==> src/rtl/hist_eq_pkg.sv <==
// Shared constants, FSM encoding and LUT saturation helper for the histogram-equalisation LUT builder.
package hist_eq_pkg;

  localparam int BINS    = 256;
  localparam int CNT_W   = 32;
  localparam int LUT_W   = 8;
  localparam int ADDR_W  = 8;
  localparam int LUT_MAX = (1 << LUT_W) - 1;
  localparam int DIV_W   = 40;

  typedef enum logic [2:0] {
    IDLE      = 3'd0,
    ARM       = 3'd1,
    WAIT_HIST = 3'd2,
    READ      = 3'd3,
    ACC       = 3'd4,
    DIV       = 3'd5,
    WRITE     = 3'd6,
    DONE      = 3'd7
  } state_e;

  function automatic logic [LUT_W-1:0] sat_lut(input logic [DIV_W-1:0] q);
    return (q > DIV_W'(LUT_MAX)) ? LUT_W'(LUT_MAX) : q[LUT_W-1:0];
  endfunction

endpackage

==> src/rtl/hist_eq_lut_builder_if.sv <==
// Control, histogram read port and LUT write port of the LUT builder.
// master = the builder; slave = histogram block, remap stage and controller around it.
interface hist_eq_lut_builder_if;

  logic                              start;
  logic [hist_eq_pkg::CNT_W-1:0]     frame_pixels;
  logic                              hist_calc_flag;
  logic                              hist_valid;
  logic                              hist_rd_en;
  logic [hist_eq_pkg::ADDR_W-1:0]    hist_rd_addr;
  logic [hist_eq_pkg::CNT_W-1:0]     hist_rd_data;
  logic                              lut_we;
  logic [hist_eq_pkg::ADDR_W-1:0]    lut_addr;
  logic [hist_eq_pkg::LUT_W-1:0]     lut_data;
  logic                              busy;
  logic                              done;
  logic                              err_timeout;
  logic                              cdf_mismatch;

  modport master (
    input  start, frame_pixels, hist_valid, hist_rd_data,
    output hist_calc_flag, hist_rd_en, hist_rd_addr, lut_we, lut_addr, lut_data,
           busy, done, err_timeout, cdf_mismatch
  );

  modport slave (
    output start, frame_pixels, hist_valid, hist_rd_data,
    input  hist_calc_flag, hist_rd_en, hist_rd_addr, lut_we, lut_addr, lut_data,
           busy, done, err_timeout, cdf_mismatch
  );

endinterface

==> src/rtl/hist_eq_lut_builder_seq_divider.sv <==
// Restoring divider, 40-bit / 32-bit; done pulses 40 cycles after start with quotient valid.
// No backpressure: the first iteration runs in the start cycle; a start while busy restarts it.
module seq_divider
  import hist_eq_pkg::*;
(
  input  logic             clk,
  input  logic             rst,
  input  logic             start,
  input  logic [DIV_W-1:0] dividend,
  input  logic [CNT_W-1:0] divisor,
  output logic             busy,
  output logic             done,
  output logic [DIV_W-1:0] quotient
);

  logic [CNT_W-1:0] rem, rem_in, rem_nxt, dsr, dsr_in;
  logic [DIV_W-1:0] quo_in, quo_nxt;
  logic [CNT_W:0]   trial;
  logic             fits;
  logic [5:0]       cnt;

  // Remainder stays below the divisor, so 32 bits plus the shifted-in bit suffice.
  always_comb begin
    rem_in  = start ? '0 : rem;
    quo_in  = start ? dividend : quotient;
    dsr_in  = start ? divisor : dsr;
    trial   = {rem_in, quo_in[DIV_W-1]};
    fits    = (trial >= {1'b0, dsr_in});
    rem_nxt = fits ? CNT_W'(trial - {1'b0, dsr_in}) : trial[CNT_W-1:0];
    quo_nxt = {quo_in[DIV_W-2:0], fits};
  end

  always_ff @(posedge clk or posedge rst) begin
    if (rst) begin
      rem      <= '0;
      quotient <= '0;
      dsr      <= '0;
      cnt      <= '0;
      busy     <= 1'b0;
      done     <= 1'b0;
    end else begin
      done <= 1'b0;
      if (start) begin
        rem      <= rem_nxt;
        quotient <= quo_nxt;
        dsr      <= divisor;
        cnt      <= 6'(DIV_W - 1);
        busy     <= 1'b1;
      end else if (busy) begin
        rem      <= rem_nxt;
        quotient <= quo_nxt;
        cnt      <= cnt - 6'd1;
        if (cnt == 6'd1) begin
          busy <= 1'b0;
          done <= 1'b1;
        end
      end
    end
  end

endmodule

==> src/rtl/hist_eq_lut_builder.sv <==
// Runs one histogram capture, then streams a 256-entry equalisation LUT: 3 cycles/bin on bypass, 44 when dividing.
// No backpressure: the histogram read data is assumed one cycle after hist_rd_en and LUT writes are never stalled.
module hist_eq_lut_builder
  import hist_eq_pkg::*;
#(
  parameter int unsigned TIMEOUT = 32'd16777216
)
(
  input logic                    clk,
  input logic                    rst,
  hist_eq_lut_builder_if.master  bus
);

  localparam int                TMO_W    = $clog2(TIMEOUT);
  localparam logic [TMO_W-1:0]  TMO_LAST = TMO_W'(TIMEOUT - 1);
  localparam logic [ADDR_W-1:0] LAST_BIN = ADDR_W'(BINS - 1);
  localparam logic [LUT_W-1:0]  LUT_TOP  = LUT_W'(LUT_MAX);

  state_e            state, state_nxt;
  logic [ADDR_W-1:0] bin;
  logic [CNT_W-1:0]  cdf, cdf_min, frame_px;
  logic              found;
  logic [LUT_W-1:0]  value;
  logic [DIV_W-1:0]  num_q;
  logic [CNT_W-1:0]  den_q;
  logic [TMO_W-1:0]  tmo_cnt;
  logic              err_timeout_q, cdf_mismatch_q;

  logic [CNT_W:0]    cdf_sum;
  logic [CNT_W-1:0]  cdf_new, cdf_min_new, den_new;
  logic [DIV_W-1:0]  num_new;
  logic              found_new;
  logic              div_start, div_busy, div_done;
  logic [DIV_W-1:0]  div_quotient;

  always_comb begin
    cdf_sum     = {1'b0, cdf} + {1'b0, bus.hist_rd_data};
    cdf_new     = cdf_sum[CNT_W] ? '1 : cdf_sum[CNT_W-1:0];
    found_new   = found | (cdf_new != '0);
    cdf_min_new = found ? cdf_min : cdf_new;
    num_new     = {{(DIV_W-CNT_W){1'b0}}, cdf_new - cdf_min_new} * DIV_W'(LUT_MAX);
    den_new     = (cdf_min_new > frame_px) ? '0 : frame_px - cdf_min_new;
  end

  // Timeout window is measured from the ARM cycle: done lands TIMEOUT cycles after ARM.
  always_comb begin
    state_nxt = state;
    case (state)
      IDLE:      if (bus.start) state_nxt = ARM;
      ARM:       state_nxt = WAIT_HIST;
      WAIT_HIST: begin
        if (bus.hist_valid)          state_nxt = READ;
        else if (tmo_cnt == TMO_LAST) state_nxt = DONE;
      end
      READ:      state_nxt = ACC;
      ACC:       state_nxt = (found_new && den_new != '0 && num_new != '0) ? DIV : WRITE;
      DIV:       if (div_done) state_nxt = WRITE;
      WRITE:     state_nxt = (bin == LAST_BIN) ? DONE : READ;
      DONE:      state_nxt = IDLE;
      default:   state_nxt = IDLE;
    endcase
  end

  always_ff @(posedge clk or posedge rst) begin
    if (rst) state <= IDLE;
    else     state <= state_nxt;
  end

  always_ff @(posedge clk or posedge rst) begin
    if (rst) begin
      bin            <= '0;
      cdf            <= '0;
      cdf_min        <= '0;
      frame_px       <= '0;
      found          <= 1'b0;
      value          <= '0;
      num_q          <= '0;
      den_q          <= '0;
      tmo_cnt        <= '0;
      err_timeout_q  <= 1'b0;
      cdf_mismatch_q <= 1'b0;
    end else begin
      case (state)
        IDLE: if (bus.start) begin
          frame_px       <= bus.frame_pixels;
          cdf            <= '0;
          cdf_min        <= '0;
          bin            <= '0;
          found          <= 1'b0;
          tmo_cnt        <= '0;
          err_timeout_q  <= 1'b0;
          cdf_mismatch_q <= 1'b0;
        end
        ARM:  tmo_cnt <= tmo_cnt + 1'b1;
        WAIT_HIST: begin
          tmo_cnt <= tmo_cnt + 1'b1;
          if (!bus.hist_valid && tmo_cnt == TMO_LAST) err_timeout_q <= 1'b1;
        end
        ACC: begin
          cdf     <= cdf_new;
          found   <= found_new;
          cdf_min <= cdf_min_new;
          num_q   <= num_new;
          den_q   <= den_new;
          value   <= (found_new && den_new == '0) ? LUT_TOP : '0;
        end
        DIV:   if (div_done) value <= sat_lut(div_quotient);
        WRITE: if (bin != LAST_BIN) bin <= bin + 1'b1;
        // A timed-out run never accumulated a CDF, so there is nothing to compare.
        DONE:  if (!err_timeout_q) cdf_mismatch_q <= (cdf != frame_px);
        default: ;
      endcase
    end
  end

  assign div_start = (state == DIV) && !div_busy && !div_done;

  seq_divider u_div (
    .clk      (clk),
    .rst      (rst),
    .start    (div_start),
    .dividend (num_q),
    .divisor  (den_q),
    .busy     (div_busy),
    .done     (div_done),
    .quotient (div_quotient)
  );

  assign bus.busy           = (state != IDLE);
  assign bus.done           = (state == DONE);
  assign bus.hist_calc_flag = (state == ARM);
  assign bus.hist_rd_en     = (state == READ);
  assign bus.hist_rd_addr   = (state == READ) ? bin : '0;
  assign bus.lut_we         = (state == WRITE);
  assign bus.lut_addr       = (state == WRITE) ? bin : '0;
  assign bus.lut_data       = (state == WRITE) ? value : '0;
  assign bus.err_timeout    = err_timeout_q;
  assign bus.cdf_mismatch   = cdf_mismatch_q;

endmodule

==> src/flat_wrapper.sv <==
// flat-port wrapper written by rule: the top's interface ports become plain ports
module hist_eq_lut_builder_flat import hist_eq_pkg::*;
#(
  parameter int unsigned TIMEOUT = 32'd16777216
)
  (clk, rst, bus_start, bus_frame_pixels, bus_hist_valid, bus_hist_rd_data, bus_hist_calc_flag, bus_hist_rd_en, bus_hist_rd_addr, bus_lut_we, bus_lut_addr, bus_lut_data, bus_busy, bus_done, bus_err_timeout, bus_cdf_mismatch);
  hist_eq_lut_builder_if bus_i ();
  input logic clk;
  input logic rst;
  input wire logic [$bits(bus_i.start)-1:0] bus_start;
  input wire logic [$bits(bus_i.frame_pixels)-1:0] bus_frame_pixels;
  input wire logic [$bits(bus_i.hist_valid)-1:0] bus_hist_valid;
  input wire logic [$bits(bus_i.hist_rd_data)-1:0] bus_hist_rd_data;
  output wire logic [$bits(bus_i.hist_calc_flag)-1:0] bus_hist_calc_flag;
  output wire logic [$bits(bus_i.hist_rd_en)-1:0] bus_hist_rd_en;
  output wire logic [$bits(bus_i.hist_rd_addr)-1:0] bus_hist_rd_addr;
  output wire logic [$bits(bus_i.lut_we)-1:0] bus_lut_we;
  output wire logic [$bits(bus_i.lut_addr)-1:0] bus_lut_addr;
  output wire logic [$bits(bus_i.lut_data)-1:0] bus_lut_data;
  output wire logic [$bits(bus_i.busy)-1:0] bus_busy;
  output wire logic [$bits(bus_i.done)-1:0] bus_done;
  output wire logic [$bits(bus_i.err_timeout)-1:0] bus_err_timeout;
  output wire logic [$bits(bus_i.cdf_mismatch)-1:0] bus_cdf_mismatch;
  assign bus_i.start = bus_start;
  assign bus_i.frame_pixels = bus_frame_pixels;
  assign bus_i.hist_valid = bus_hist_valid;
  assign bus_i.hist_rd_data = bus_hist_rd_data;
  assign bus_hist_calc_flag = bus_i.hist_calc_flag;
  assign bus_hist_rd_en = bus_i.hist_rd_en;
  assign bus_hist_rd_addr = bus_i.hist_rd_addr;
  assign bus_lut_we = bus_i.lut_we;
  assign bus_lut_addr = bus_i.lut_addr;
  assign bus_lut_data = bus_i.lut_data;
  assign bus_busy = bus_i.busy;
  assign bus_done = bus_i.done;
  assign bus_err_timeout = bus_i.err_timeout;
  assign bus_cdf_mismatch = bus_i.cdf_mismatch;
  hist_eq_lut_builder #(.TIMEOUT(TIMEOUT)) u_core (.clk(clk), .rst(rst), .bus(bus_i));
endmodule
==> config.mk <==
export PLATFORM = sky130hd
export DESIGN_NAME = hist_eq_lut_builder_flat
export DESIGN_NICKNAME = d
export VERILOG_FILES = /design/src/rtl/hist_eq_pkg.sv /design/src/rtl/hist_eq_lut_builder_if.sv /design/src/rtl/hist_eq_lut_builder_seq_divider.sv /design/src/rtl/hist_eq_lut_builder.sv /design/src/flat_wrapper.sv
export SDC_FILE = /design/constraint.sdc
export NUM_CORES = 2
export LEC_CHECK = 0
export BUFFER_PORTS_ARGS = -buffer_cell sky130_fd_sc_hd__buf_2
export CAP_MARGIN = 20
export CORE_MARGIN = 1
export CORE_UTILIZATION = 45
export DETAILED_ROUTE_END_ITERATION = 7
export GPL_ROUTABILITY_DRIVEN = 0
export PLACE_DENSITY = 0.7
export SYNTH_ARGS = -nofsm -noshare
export SYNTH_HDL_FRONTEND = slang
export SYNTH_HIERARCHICAL = 1
export SYNTH_SLANG_ARGS = --single-unit
==> constraint.sdc <==
create_clock -name clk -period 12.8 [get_ports clk]
set_input_delay 1.92 -clock clk [delete_from_list [all_inputs] [get_ports clk]]
set_output_delay 1.92 -clock clk [all_outputs]
set_load 0.01 [all_outputs]
### Word level (Yosys, flattened, before mapping)

Index checks and enable logic that the tools add are counted.

| storage, ports and cells | value |
|---|---|
| register bits after elaboration | 326 |
| bits in latches | 0 |
| bits in writable memories | 0 |
| bits in read-only memories | 0 |
| input bits | 68 |
| output and inout port bits | 31 |
| word-level logic and storage cells | 126 |
| memories kept | 0 |

| cells by class | value |
|---|---|
| add/subtract/negate cells | 7 |
| $mul | 1 |
| divide/modulo/power cells | 0 |
| magnitude comparators | 3 |
| eq/ne operators | 18 |
| shifts and indexed selects | 0 |
| mux-type cells | 47 |
| bitwise operators | 1 |
| reductions and logical operators | 31 |

Operator list:

| operator | number |
|---|---|
| $mux W32 | 9 |
| $pmux W32 S2 | 2 |
| $mux W40 | 3 |
| $sub A32 B32 Y32 | 3 |
| $mux W8 | 8 |
| $reduce_bool A32 Y1 | 2 |
| $pmux W24 S2 | 1 |
| $gt A40 B8 Y1 const B | 1 |
| $mul A32 B8 Y40 const B | 1 |
| $reduce_bool A40 Y1 | 1 |
| $add A32 B32 Y33 | 1 |
| $ge A33 B32 Y1 | 1 |
| $gt A32 B32 Y1 | 1 |
| $logic_not A32 Y1 | 1 |
| $ne A32 B32 Y1 | 1 |
| $pmux W8 S2 | 2 |
| $add A24 B1 Y24 const B | 1 |
| $eq A24 B24 Y1 const B | 1 |
| $mux W24 | 1 |
| $pmux W3 S8 | 1 |
| $mux W3 | 5 |
| $reduce_bool A2 Y1 | 7 |
| $eq A3 B3 Y1 const B | 4 |
| $mux W6 | 2 |
| other kinds (21) | 48 |

### Longest topological paths before layout

| depth | value |
|---|---|
| word-level depth | 10 |
| gate-level depth with buffers | 45 |
| depth with buffers taken out | 43 |

### Hierarchy

Netlist, hierarchy kept.

By module, submodules not included:

| module | times used | cells each | area an instance (um^2) | sequential area each (um^2) |
|---|---|---|---|---|
| hist_eq_lut_builder | 1 | 2549 | 21609.5 | 5355.1 |
| seq_divider | 1 | 754 | 7070.5 | 2802.7 |

### Worst setup path after synthesis

No wires, ideal clock.

| path | value |
|---|---|
| kind | input-to-reg |
| from | input bus_hist_rd_data[0] |
| to | register u_core.state[1] |
| setup time | 65 ps |
| data arrival time | 11662 ps |
| data required time | 12735 ps |
| path slack | 1073 ps |
| stages on the path | 41 |
| path buffers | 1 |
| path through | ha_1 fa_1 a211oi_2 o211ai_2 nand3_1 nand2_1 and2_1 clkbuf_1 nand2b_1 nor2_1 inv_1 mux2i_1 inv_1 fa_1 nor2b_1 o21ai_0 a21bo_2 a21oi_1 [... 5 more ...] mux2i_1 a2111oi_0 fa_1 fa_1 fa_1 inv_1 ha_1 and2_1 and3_1 a21o_1 a21oi_1 o21ai_0 a311o_1 a221oi_1 and4_1 a41oi_1 nand2_1 o211a_1 |

| between the ends | value |
|---|---|
| word-level cells in the longest chain between the ends | 10 |
| elaborated cells between the ends (all ways) | 16 |
| those cells by class | add/sub: 3; mul: 1; order compare: 1; mux: 5; bitwise: 1; reduce/logical: 5 |

Ends and longest elaborated chain:

| what | line | text |
|---|---|---|
| from (decl) | flat_wrapper.sv:13 | `input wire logic [$bits(bus_i.hist_rd_data)-1:0] bus_hist_rd_data;` |
| $add A32 B32 Y33 (*) | hist_eq_lut_builder.sv:37 | `cdf_sum = {1'b0, cdf} + {1'b0, bus.hist_rd_data};` |
| $mux W32 (*) | hist_eq_lut_builder.sv:38 | `cdf_new = cdf_sum[CNT_W] ? '1 : cdf_sum[CNT_W-1:0];` |
| parallel branches: the longest is 5 deep, another holds $mul A32 B8 Y40 | - |  |
| $logic_and A1 B1 Y1 (*) | hist_eq_lut_builder.sv:56 | `ACC: state_nxt = (found_new && den_new != '0 && num_new != '0) ? DIV : WRITE;` |
| $mux W2 (*) | hist_eq_lut_builder.sv:56 |  |
| $pmux W3 S8 (*) | hist_eq_lut_builder.sv:48 | `case (state)` |
| to (signal assigned) | hist_eq_lut_builder.sv:66 | `else state <= state_nxt;` |
| to (decl) | hist_eq_lut_builder.sv:19 | `state_e state, state_nxt;` |

Every way passes the cells marked *.
A chain may end at the register's enable or synchronous reset.

### Final worst setup path

Same ends and word-level chain as after synthesis.

==> metrics.md <==
| Metric | Value |
|---|---|
| Placeable Area | `63000 sq um` |
| Clock sink count | `326` |
| Synth Net Count | `3717` |
| Initial DRC count | `2154` |
| CTS Buf Count | `38` |
| Drt wl/cell | `17.9 microns` |
| FP Rows | `92` |
| Post-synthesis sequential area ratio | `28.4%` |
| Final worst-path setup slack | `596 ps` |
| Initial antenna violation count | `2` |
| Half-perimeter wire length after placement | `58.0 mm` |
| Number of antenna diodes | `0` |
| Worst endpoint data arrival time | `12710 ps` |
| Fill cells | `5996` |
| Critical path type | `primary input to flip-flop` |
| PortBufs | `98` |
| Worst setup path endpoint | `u_core/state[1]` |
| Worst Max-Slew Pin Slew | `1060 ps` |
| Critical path fanouts, max | `10` |
| Final setup vio count | `0` |
| Part of the cycle the worst path needs | `95.3%` |
| Total Wirelength | `75.3 mm` |
| Commonest non-fill, non-tap cells in the layout | `nand2_1 (467), dfrtp_1 (324), inv_1 (243)` |
| Synth Area per Inst | `8.68 sq um` |
| Die H | `254 microns` |
| Longest Clk Path Bufs | `3` |
| Number of synthesized flops with an enable pin | `0` |
| XOR/XNOR Fraction of Synth Area | `6.08%` |
| Status | `finished clean` |
| Num ports | `99` |
| Yosys cell types | `97` |
| Vias in the first global route | `23600` |
| Antenna Nets Post-Route | `0` |
| Synth Area in Adders | `18.8%` |
| Register area | `8160 sq um` |
| Worst R2R Start | `u_core/cdf[0]` |
| #FFs+latches synth | `326` |
| RSZ-0062 raised after global routing | `false` |
| Max Clk Rate | `0.0819 GHz` |
| Crit-path slowest cell | `fa_1` |
| Area Overhead vs Synth | `8.87%` |
| Final-stage net count | `3741` |
| Multi-input gate area | `19100 sq um` |
| Pre-CTS WS | `-48.8 ps` |
| Starting density of the core | `45.5%` |
| Startpoint Class | `primary input` |
| Total number of vias | `24200` |
| Min-Delay Path Class | `flip-flop to flip-flop` |
| GRT overflow | `0` |
| Vias per std cell | `5.77` |
| Synth warnings | `6` |
| Async SR Flop Fraction | `100%` |
| Relative slew slack | `29.5%` |
| DRC Markers | `0` |
| Min cycle time layout | `12200 ps` |
| Fin. max-slew vios | `0` |
| Main flop type after synthesis | `dfrtp_1` |
| Crit path top cell by count | `fa_1` |
| First-pass GRT wire length | `124 mm` |
| Worst r2r dst | `u_core/state[1]` |
| Root Buffer | `clkbuf_16` |
| Worst Setup SP | `bus_hist_rd_data[0]` |
| CTS hold repair buffers | `0` |
| H-tree Lvls | `2` |
| Tot GR Track Use | `23.8%` |
| Synth Area in Compound Gates | `18.3%` |
| Register-to-Register Path Depth | `41` |
| Cell area after synthesis | `28700 sq um` |
| Clk Latency, worst-skew pair | `580 ps` |
| Die ar. | `64700 sq um` |
| 1st-pass router iterations | `5` |
| Hold Path Stages | `2` |
| Layout cells sized above 1 | `8.00%` |
| Die Wd | `254 microns` |
| Max stage delay on crit path | `570 ps` |
| Register-to-register setup slack | `1580 ps` |
| MaxCap Viol Count | `0` |
| Most common cell after layout, fill and taps aside | `nand2_1` |
| Postcts setup bufs | `0` |
| CP Data Required Time | `13310 ps` |
| CTS tree | `built` |
| Pin count of the biggest net entering global routing | `160` |
| Setup Skew | `34.0 ps` |
| Main combinational cell family by area after synthesis | `adder cells` |
| Synthesized instance count | `3303` |
| Crit end category | `flip-flop` |
| Mux share of post-synthesis cell area | `4.51%` |
| Worst-path clk slew | `60 ps` |
| Synth Area in Simple Gates | `18.7%` |
| Final hold vios | `0` |
[cells by family after synthesis]
group / Yosys count
fa+ha+maj: 346
flops: 326
buf+inv: 387
mux: 128
xor+xnor: 199
compound gates: 808
simple gates: 1109
[metrics by stage]
step                      util, %  cell area [sq um]  cells  TNS [ps]  hold slack [ps]
after global placement       47.5              29900   4133         0              458
after CTS                    49.5              31200   4197         0              480
after floorplan                 -              28700   3303         0              443
final                        49.6              31200   4197         0              474
after global routing         49.6              31200   4197         0              496
after detailed placement     47.5              29900   4133     -80.3              467
[sequential cells by signal (all words and copies together) (netlist names), 24 cells and up]
| signal | cells |
|---|---|
| u_core/u_div/quotient | 40 |
| u_core/u_div/dsr | 32 |
| u_core/den_q | 32 |
| u_core/cdf_min | 32 |
| u_core/cdf | 32 |
| u_core/num_q | 40 |
| u_core/tmo_cnt | 24 |
| u_core/u_div/rem | 32 |
| u_core/frame_px | 32 |
[worst max-delay path: cells and delay by family]
kind                     cells  cell delay, ps
AO/OA/AOI/OAI               20            4590
adder cells (fa/ha/maj)      9            3870
buffers and inverters        3             210
multiplexers                 2             360
AND/OR/NAND/NOR              8            1760
[worst min-delay path by stage]
stage / from / to / slack [ps]
6_report: u_core/num_q[7] / u_core/num_q[7] / 470
2_1_floorplan: u_core/den_q[0] / u_core/den_q[0] / 440
5_1_grt: u_core/num_q[6] / u_core/num_q[6] / 500
3_5_place_dp: u_core/num_q[7] / u_core/num_q[7] / 470
3_3_place_gp: u_core/num_q[3] / u_core/num_q[3] / 460
4_1_cts: u_core/num_q[7] / u_core/num_q[7] / 480
[layout make-up]
cell class / instances / share of cell area, %
Timing Repair Buffer: 126 / 2.28
Tap cell: 846 / 3.39
Multi-Input combinational cell: 2590 / 61.1
Clock inverter: 14 / 0.577
Inverter: 245 / 2.98
Sequential cell: 326 / 26.1
Clock buffer: 50 / 3.55
[what timing repair did]
| item | in CTS | in global routing |
|---|---|---|
| setup endpoints to repair | 0 | 2 |
| endpoints found under the hold margin | 0 | 0 |
| resized for setup | 0 | 6 |
[routing by layer]
layer | wire length (microns) | track usage [%] | vias to the layer above
met1 | 34500 | 33.4 | 11700
met3 | 5130 | 4.00 | 135
met5 | 0 | 0 | -
li1 | - | - | 11600
met4 | 1890 | 6.40 | 0
met2 | 33800 | 38.0 | 753
[Yosys cell counts (all sizes together) (78+ instances only)]
cell / number / share of area [%]
a21oi: 205 / 3.6
dfrtp: 326 / 28
ha: 206 / 9.0
nor2: 143 / 1.9
xor2: 108 / 3.3
mux2i: 119 / 4.2
a21o: 78 / 2.0
o21ai: 225 / 3.9
xnor2: 91 / 2.8
nand3: 128 / 2.3
nand2: 469 / 6.1
inv: 245 / 3.2
fa: 140 / 9.8
clkbuf: 109 / 1.4
Power is not shown: default switching activity piles up to over one toggle a cycle in this logic, so the estimate is an artifact.
